File: src/rtl/sync_fifo_if.sv
// sync_fifo_if: producer/consumer bundle for sync_fifo; status ports exist only with SYNC_FIFO_STATUS_EN
interface sync_fifo_if #(
  parameter int DATA_W = 32
`ifdef SYNC_FIFO_STATUS_EN
  , parameter int DEPTH = 4
`endif
);
  logic [DATA_W-1:0] data_i;
  logic              push_i;
  logic              full_o;
  logic [DATA_W-1:0] data_o;
  logic              pop_i;
  logic              empty_o;
`ifdef SYNC_FIFO_STATUS_EN
  logic [$clog2(DEPTH):0] count_o;
  logic                   overflow_o;
  logic                   underflow_o;
  modport master (output data_i, push_i, pop_i, input full_o, data_o, empty_o, count_o, overflow_o, underflow_o);
  modport slave  (input data_i, push_i, pop_i, output full_o, data_o, empty_o, count_o, overflow_o, underflow_o);
`else
  modport master (output data_i, push_i, pop_i, input full_o, data_o, empty_o);
  modport slave  (input data_i, push_i, pop_i, output full_o, data_o, empty_o);
`endif
endinterface

File: src/rtl/sync_fifo.sv
// sync_fifo: single-clock FWFT FIFO; SYNC_FIFO_STATUS_EN adds count/overflow/underflow outputs
module sync_fifo #(
  parameter int DATA_W = 32,
  parameter int DEPTH  = 4
) (
  input logic      clk_i,
  input logic      rstn_i,
  sync_fifo_if.slave bus
);
  localparam int AW = $clog2(DEPTH);
  localparam logic [AW:0] FULL_CNT = (AW+1)'(DEPTH);

  logic [DATA_W-1:0] r_mem [DEPTH];
  logic [AW-1:0]     r_wr_ptr;
  logic [AW-1:0]     r_rd_ptr;
  logic [AW:0]       r_count;
  logic              w_empty;
  logic              w_full;
  logic              w_push;
  logic              w_pop;

  // flags decode from the registered count so they never glitch
  always_comb begin
    w_empty = r_count == '0;
    w_full  = r_count == FULL_CNT;
    w_pop   = bus.pop_i & ~w_empty;
    w_push  = bus.push_i & (~w_full | bus.pop_i);
  end

  assign bus.empty_o = w_empty;
  assign bus.full_o  = w_full;
  assign bus.data_o  = w_empty ? '0 : r_mem[r_rd_ptr];

  // storage is not reset; pointers make stale words unreachable
  always_ff @(posedge clk_i)
    if (rstn_i && w_push) r_mem[r_wr_ptr] <= bus.data_i;

  // pointers wrap naturally; count tracks occupancy 0..DEPTH
  always_ff @(posedge clk_i) begin
    if (!rstn_i) begin
      r_wr_ptr <= '0;
      r_rd_ptr <= '0;
      r_count  <= '0;
    end else begin
      r_wr_ptr <= w_push ? r_wr_ptr + 1'b1 : r_wr_ptr;
      r_rd_ptr <= w_pop ? r_rd_ptr + 1'b1 : r_rd_ptr;
      r_count  <= (w_push & ~w_pop) ? r_count + 1'b1 : (~w_push & w_pop) ? r_count - 1'b1 : r_count;
    end
  end

`ifdef SYNC_FIFO_STATUS_EN
  logic r_overflow;
  logic r_underflow;

  // sticky error flags, cleared only by reset
  always_ff @(posedge clk_i) begin
    if (!rstn_i) begin
      r_overflow  <= 1'b0;
      r_underflow <= 1'b0;
    end else begin
      r_overflow  <= r_overflow | (bus.push_i & w_full & ~bus.pop_i);
      r_underflow <= r_underflow | (bus.pop_i & w_empty);
    end
  end

  assign bus.count_o     = r_count;
  assign bus.overflow_o  = r_overflow;
  assign bus.underflow_o = r_underflow;
`endif
endmodule

File: src/flat_wrapper.sv
// flat-port wrapper written by rule: the top's interface ports become plain ports
module sync_fifo_flat 
#(
  parameter int DATA_W = 32,
  parameter int DEPTH  = 4
)
  (clk_i, rstn_i, bus_data_i, bus_push_i, bus_pop_i, bus_full_o, bus_data_o, bus_empty_o);
  sync_fifo_if #(.DATA_W(DATA_W)) bus_i ();
  input logic clk_i;
  input logic rstn_i;
  input wire logic [$bits(bus_i.data_i)-1:0] bus_data_i;
  input wire logic [$bits(bus_i.push_i)-1:0] bus_push_i;
  input wire logic [$bits(bus_i.pop_i)-1:0] bus_pop_i;
  output wire logic [$bits(bus_i.full_o)-1:0] bus_full_o;
  output wire logic [$bits(bus_i.data_o)-1:0] bus_data_o;
  output wire logic [$bits(bus_i.empty_o)-1:0] bus_empty_o;
  assign bus_i.data_i = bus_data_i;
  assign bus_i.push_i = bus_push_i;
  assign bus_i.pop_i = bus_pop_i;
  assign bus_full_o = bus_i.full_o;
  assign bus_data_o = bus_i.data_o;
  assign bus_empty_o = bus_i.empty_o;
  sync_fifo #(.DATA_W(DATA_W), .DEPTH(DEPTH)) u_core (.clk_i(clk_i), .rstn_i(rstn_i), .bus(bus_i));
endmodule
File: config.mk
export PLATFORM = sky130hd
export DESIGN_NAME = sync_fifo_flat
export DESIGN_NICKNAME = d
export VERILOG_FILES = /design/src/rtl/sync_fifo_if.sv /design/src/rtl/sync_fifo.sv /design/src/flat_wrapper.sv
export SDC_FILE = /design/constraint.sdc
export NUM_CORES = 1
export LEC_CHECK = 0
export BUFFER_PORTS_ARGS = -buffer_cell sky130_fd_sc_hd__buf_2
export CORE_AREA = 10 10 106 108
export CTS_CLUSTER_DIAMETER = 80
export DETAILED_ROUTE_END_ITERATION = 12
export DIE_AREA = 0 0 116 118
export PLACE_DENSITY_LB_ADDON = 0.05
export SETUP_SLACK_MARGIN = 0.02
export SLEW_MARGIN = 20
export SYNTH_ARGS = -nofsm -noshare
export SYNTH_HDL_FRONTEND = slang
export SYNTH_SLANG_ARGS = --single-unit
File: constraint.sdc
create_clock -name clk_i -period 6.5 [get_ports clk_i]
set_input_delay 1.625 -clock clk_i [delete_from_list [all_inputs] [get_ports clk_i]]
set_output_delay 1.625 -clock clk_i [all_outputs]
set_load 0.02 [all_outputs]
* Word level (Yosys, flattened, before mapping)
Memory sizes are Yosys's and may differ from the RTL's. A register that Yosys moved wholly into a read port is not among the register bits.
Index checks and enable logic that the tools add are counted.
W data, S select, Z words.
** Storage, ports and cells
- Flip-flop bits (word level) :: 7
- RAM bits :: 128
- Input bits :: 36
- Output and inout port bits :: 34
- Word-level logic and storage cells :: 28
- Memories kept :: 1
** Operators by class
- $add $sub $neg :: 4
- Eq/ne operators :: 1
- Multiplexer cells :: 7
- Bitwise gates (word level) :: 9
- Reductions and logical operators :: 3
** Memory list
- u_core.r_mem :: depth 4, bits a word 32, read ports 1, clocked after Yosys merged registers in 1, wr ports 1, line sync_fifo.sv:13 : logic [DATA_W-1:0] r_mem [DEPTH];
** Operator list (number)
- $mux W32 :: 1
- $mux W3 :: 2
- $add A2 B1 Y2 const B :: 2
- $and A1 B1 Y1 :: 4
- $mux W2 :: 2
- $not A1 Y1 :: 4
- $add A3 B1 Y3 const B :: 1
- $eq A3 B3 Y1 const B :: 1
- $logic_not A3 Y1 :: 1
- $sub A3 B1 Y3 const B :: 1
- $mux W1 :: 2
- $reduce_bool A2 Y1 :: 1
- $logic_and A1 B1 Y1 :: 1
- $or A1 B1 Y1 :: 1

* Longest topological paths before layout
- Word-level depth :: 8
- Depth in mapped cells :: 8
- Gate-level depth less buffers :: 8

* Worst setup path after synthesis
Ideal clock, no wire load.
- Kind :: input-to-reg
- From :: input port bus_pop_i
- To :: register u_core.r_count[2]
- Setup time :: 0.076 ns
- Arrival time :: 3.102 ns
- Data required time :: 6.424 ns
- Slack :: 3.322 ns
- Stages :: 8
- Path buffers :: 0
- Cells stage by stage :: inv_1 > a21boi_2 > ha_1 > inv_1 > fa_1 > xor2_1 > or3_1 > a21boi_0
** Between the ends
- Cells in the longest elaborated chain, start to end :: 5
- Elaborated cells between the ends (all ways) :: 9
- Those cells by class :: mux (1); bitwise (7); reduce/logical (1)
** RTL lines
- start, declared :: line flat_wrapper.sv:13 : input wire logic [$bits(bus_i.pop_i)-1:0] bus_pop_i;
- $or A1 B1 Y1 (*) :: line sync_fifo.sv:27 : w_push = bus.push_i & (~w_full | bus.pop_i);
- $and A1 B1 Y1 (*) :: line sync_fifo.sv:27
- net u_core.w_push :: line sync_fifo.sv:19 : logic w_push;
- $not A1 Y1 :: line sync_fifo.sv:47 : r_count <= (w_push & ~w_pop) ? r_count + 1'b1 : (~w_push & w_pop) ? r_count - 1'b1 : r_count;
- $and A1 B1 Y1 :: line sync_fifo.sv:47
- $reduce_bool A2 Y1 (no source line)
- end signal, assigned :: line sync_fifo.sv:47
- end, declared :: line sync_fifo.sv:16 : logic [AW:0] r_count;
Mark *: on every way through the listed nets, which the timed path passes. The rest lies on a longest branch.
A chain may end at the register's enable or synchronous reset.

==> flow_summary.ini <==
[run_status]
outcome = complete, no violations

[floorplanning]
dieArea_sq_um = 13700
coreArea_sq_um = 9110
die_h_microns = 118
initial_utilization_pct = 59.6
die_w_microns = 116
io-pin-count = 70
row_count = 35

[grt]
grt_max_degree = 36
grt_use_met2_pct = 22.5
grt_util_met3_pct = 6.42
grt_overflow = 0
grt_pass1_wl_microns = 15100
grt_antenna_before_repair = 1
grt.total_usage_pct = 14.6
use_met1_pct = 18.0
grt_pass1_vias = 2808
busiest_layer = met2

[yosys]
synth-async-reset-ratio_pct = 0
synth-seq-area-share_pct = 74.2
synth_common_cells = 128 x edfxtp_1, 30 x mux4_2, 25 x nor2b_1
synthFlopType = edfxtp_1
syn_area_per_cell_sq_um = 21.6
syn_area_sq_um = 5430
synth_top_area_share_pct = 70.8
yosysMostFrequentCell = edfxtp_1
mappedNetlistNets = 293
synth_cell_types = 27
synth_top_area_cell = edfxtp_1
synth-edff-count = 128
synth_seq_cells = 137
syn_inst = 251
ys.warnings.count = 0
synthTopCellsByArea = edfxtp_1 71%, mux4_2 12%, dfxtp_1 3.3%, nor2b_1 2.9%, nor2b_4 2.0%

[clock_tree]
clk-insertion-delay-late_ns = 0.52
path_clk_slew_ns = 0.06
cts_max_level = 4
hold_buffers = 0
cts_inserted_buffers = 17
clockBufferDepth = 2
cts_tree = yes
cts_setup_buffers = 0
cts_resized = 0
cts-root-buf = clkbuf_8
clock-sinks = 137

[timing]
worst-slew-pin-transition_ns = 0.879
max_freq_ghz = 0.248
worst_hold_slack_ns = 0.496
worst_slew_margin_rel_pct = 41.4
tns_ns = 0
period_needed_ns = 4.04
period_share_pct = 62.1
rsz0062_at_grt = false
timing.final.max_slew_violations = 0
setup_violations = 0
hold_viol_final = 0
fin_skew_ns = 0.0115

[finish]
multiInputGateArea_sq_um = 1290
fillers = 612
drive_gt1_share_pct = 44.0
syn_to_final_growth_pct = 17.6
layout.nets = 372
seqCellArea_sq_um = 4030

[critical_path]
crit_chain = buf_4 -> mux4_1 -> nor2b_1 -> buf_2
timing.rr.end = u_core.r_count[2]$_SDFFE_PN0P_
timing.rr.start = u_core.r_count[0]$_SDFFE_PN0P_
cp-end-kind = primary output
crit_fanout = 28
reg2reg_slack_ns = 4.14
arrival_ns = 2.41
ff2ff_path_depth = 8
worstSetupPathType = reg -> out
required_ns = 4.88
cp-start-kind = flip-flop
cpMaxStageDelayCell = mux4_1
max_stage_delay_ns = 0.63

[pwr]
power.switching_uw = 890
power_frac_seq_pct = 39.3
p_clk_share_pct = 31.7
switching_share_pct = 32.6
p_int_uw = 1840
ir_drop_mv = 0.323
combinationalPowerShare_pct = 29.0
leakage_uw = 0.00224
power-per-cell-area_nw_per_um2 = 428

[drt]
drtPass1Iterations = 4
postRouteWirelength_microns = 9400
initialDrtViolationCount = 168
routed-via-count = 2506
routedWlPerCell_microns = 20.7
drc = 0
via_per_inst = 5.51
ant_nets = 0

[run]
cap_violations = 0

[placement]
place_hpwl_microns = 5350
portBuffers = 69
place_congestion = 0.701

[min_path]
whs_path_depth = 2
min_from = u_core.r_rd_ptr[1]$_SDFFE_PN0P_
min_path_type = reg -> reg
-- how the worst max path moves through the flow --
stage,cells after the start,to,slack [ns]
after floorplan,8,u_core.r_count[2]$_SDFFE_PN0P_,3.32
after global placement,4,bus_data_o[25],2.97
after detailed placement,4,bus_data_o[25],2.97
after CTS,4,bus_data_o[25],2.39
after global routing,4,bus_data_o[25],2.27
final,4,bus_data_o[25],2.46
-- layer usage --
layer | wire (microns) | up-vias | part of all wire [%]
met2 | 4730 | 70 | 50
met1 | 4010 | 1265 | 43
li1 | - | 1167 | -
met5 | 0 | - | 0
met3 | 611 | 4 | 6.5
met4 | 45 | 0 | 0.48
-- registers in the layout, summed over array words and instances, names as in the netlist, named ones only --
register	flops
u_core.r_count	3
u_core.r_mem	128
u_core.r_rd_ptr	2
u_core.r_wr_ptr	2
-- through the flow --
step | cells | worst slack (ns) | utilization (%) | total power [uW] | area (sq um)
after floorplan | 251 | 3.32 | - | 1700 | 5430
after global placement | 422 | 2.97 | 64.0 | 1890 | 5830
after detailed placement | 422 | 2.97 | 64.0 | 1900 | 5830
after CTS | 454 | 2.39 | 70.0 | 2770 | 6380
after global routing | 454 | 2.27 | 70.0 | 2870 | 6380
final | 455 | 2.46 | 70.0 | 2730 | 6380
-- power groups by stage --
stage               sequential (uW)  combinational, uW  clock (uW)
finish                         1070                793         866
global route                   1080                863         924
CTS                            1070                815         883
detailed placement             1090                810           0
global placement               1090                804           0
floorplan                      1060                638           0
-- logic make-up after synthesis --
logic type	Yosys count	synth area share, %
muxes	35	14.0
AOI/OAI and AO/OA	6	0.899
xor gates and xnor gates	3	0.484
adders and majority gates	6	1.52
DFF	137	74.2
and+or+nand+nor	49	6.71
buffers and inverters	15	2.26
-- worst max-delay path, delay by kind of cell (launching register included) --
kind                   cells  cell delay (ns)
buffers and inverters      2             0.69
DFF                        1             0.42
muxes                      1             0.63
and+or+nand+nor            1             0.14
-- placed cells by master, fill, tap and decap left out, types with 2 or more instances in the layout --
cell and count:
edfxtp_1 128, buf_2 69, mux4_2 30, nor2b_1 25, clkbuf_16 16, nor2b_4 8
dfxtp_1 7, inv_6 6, nand2_1 5, ha_1 5, inv_1 4, and3_2 4
clkinvlp_4 4, mux2i_1 3, and2_1 3, clkinv_4 3, mux4_1 2, xnor2_1 2
o21ai_0 2, or3_1 2, a21boi_0 2, dfxtp_2 2, inv_8 2, buf_4 2
-- area by class of cell --
type | instances | area share, %
clock buffers | 17 | 6.49
diodes | 1 | 0.0392
multi-input cells | 99 | 20.2
repair buffers | 71 | 5.65
inverters | 4 | 0.235
clock inverters | 15 | 2.06
flip-flops and latches | 137 | 63.1
well taps | 111 | 2.18
Note: power is estimated with default switching activity, not from simulation.
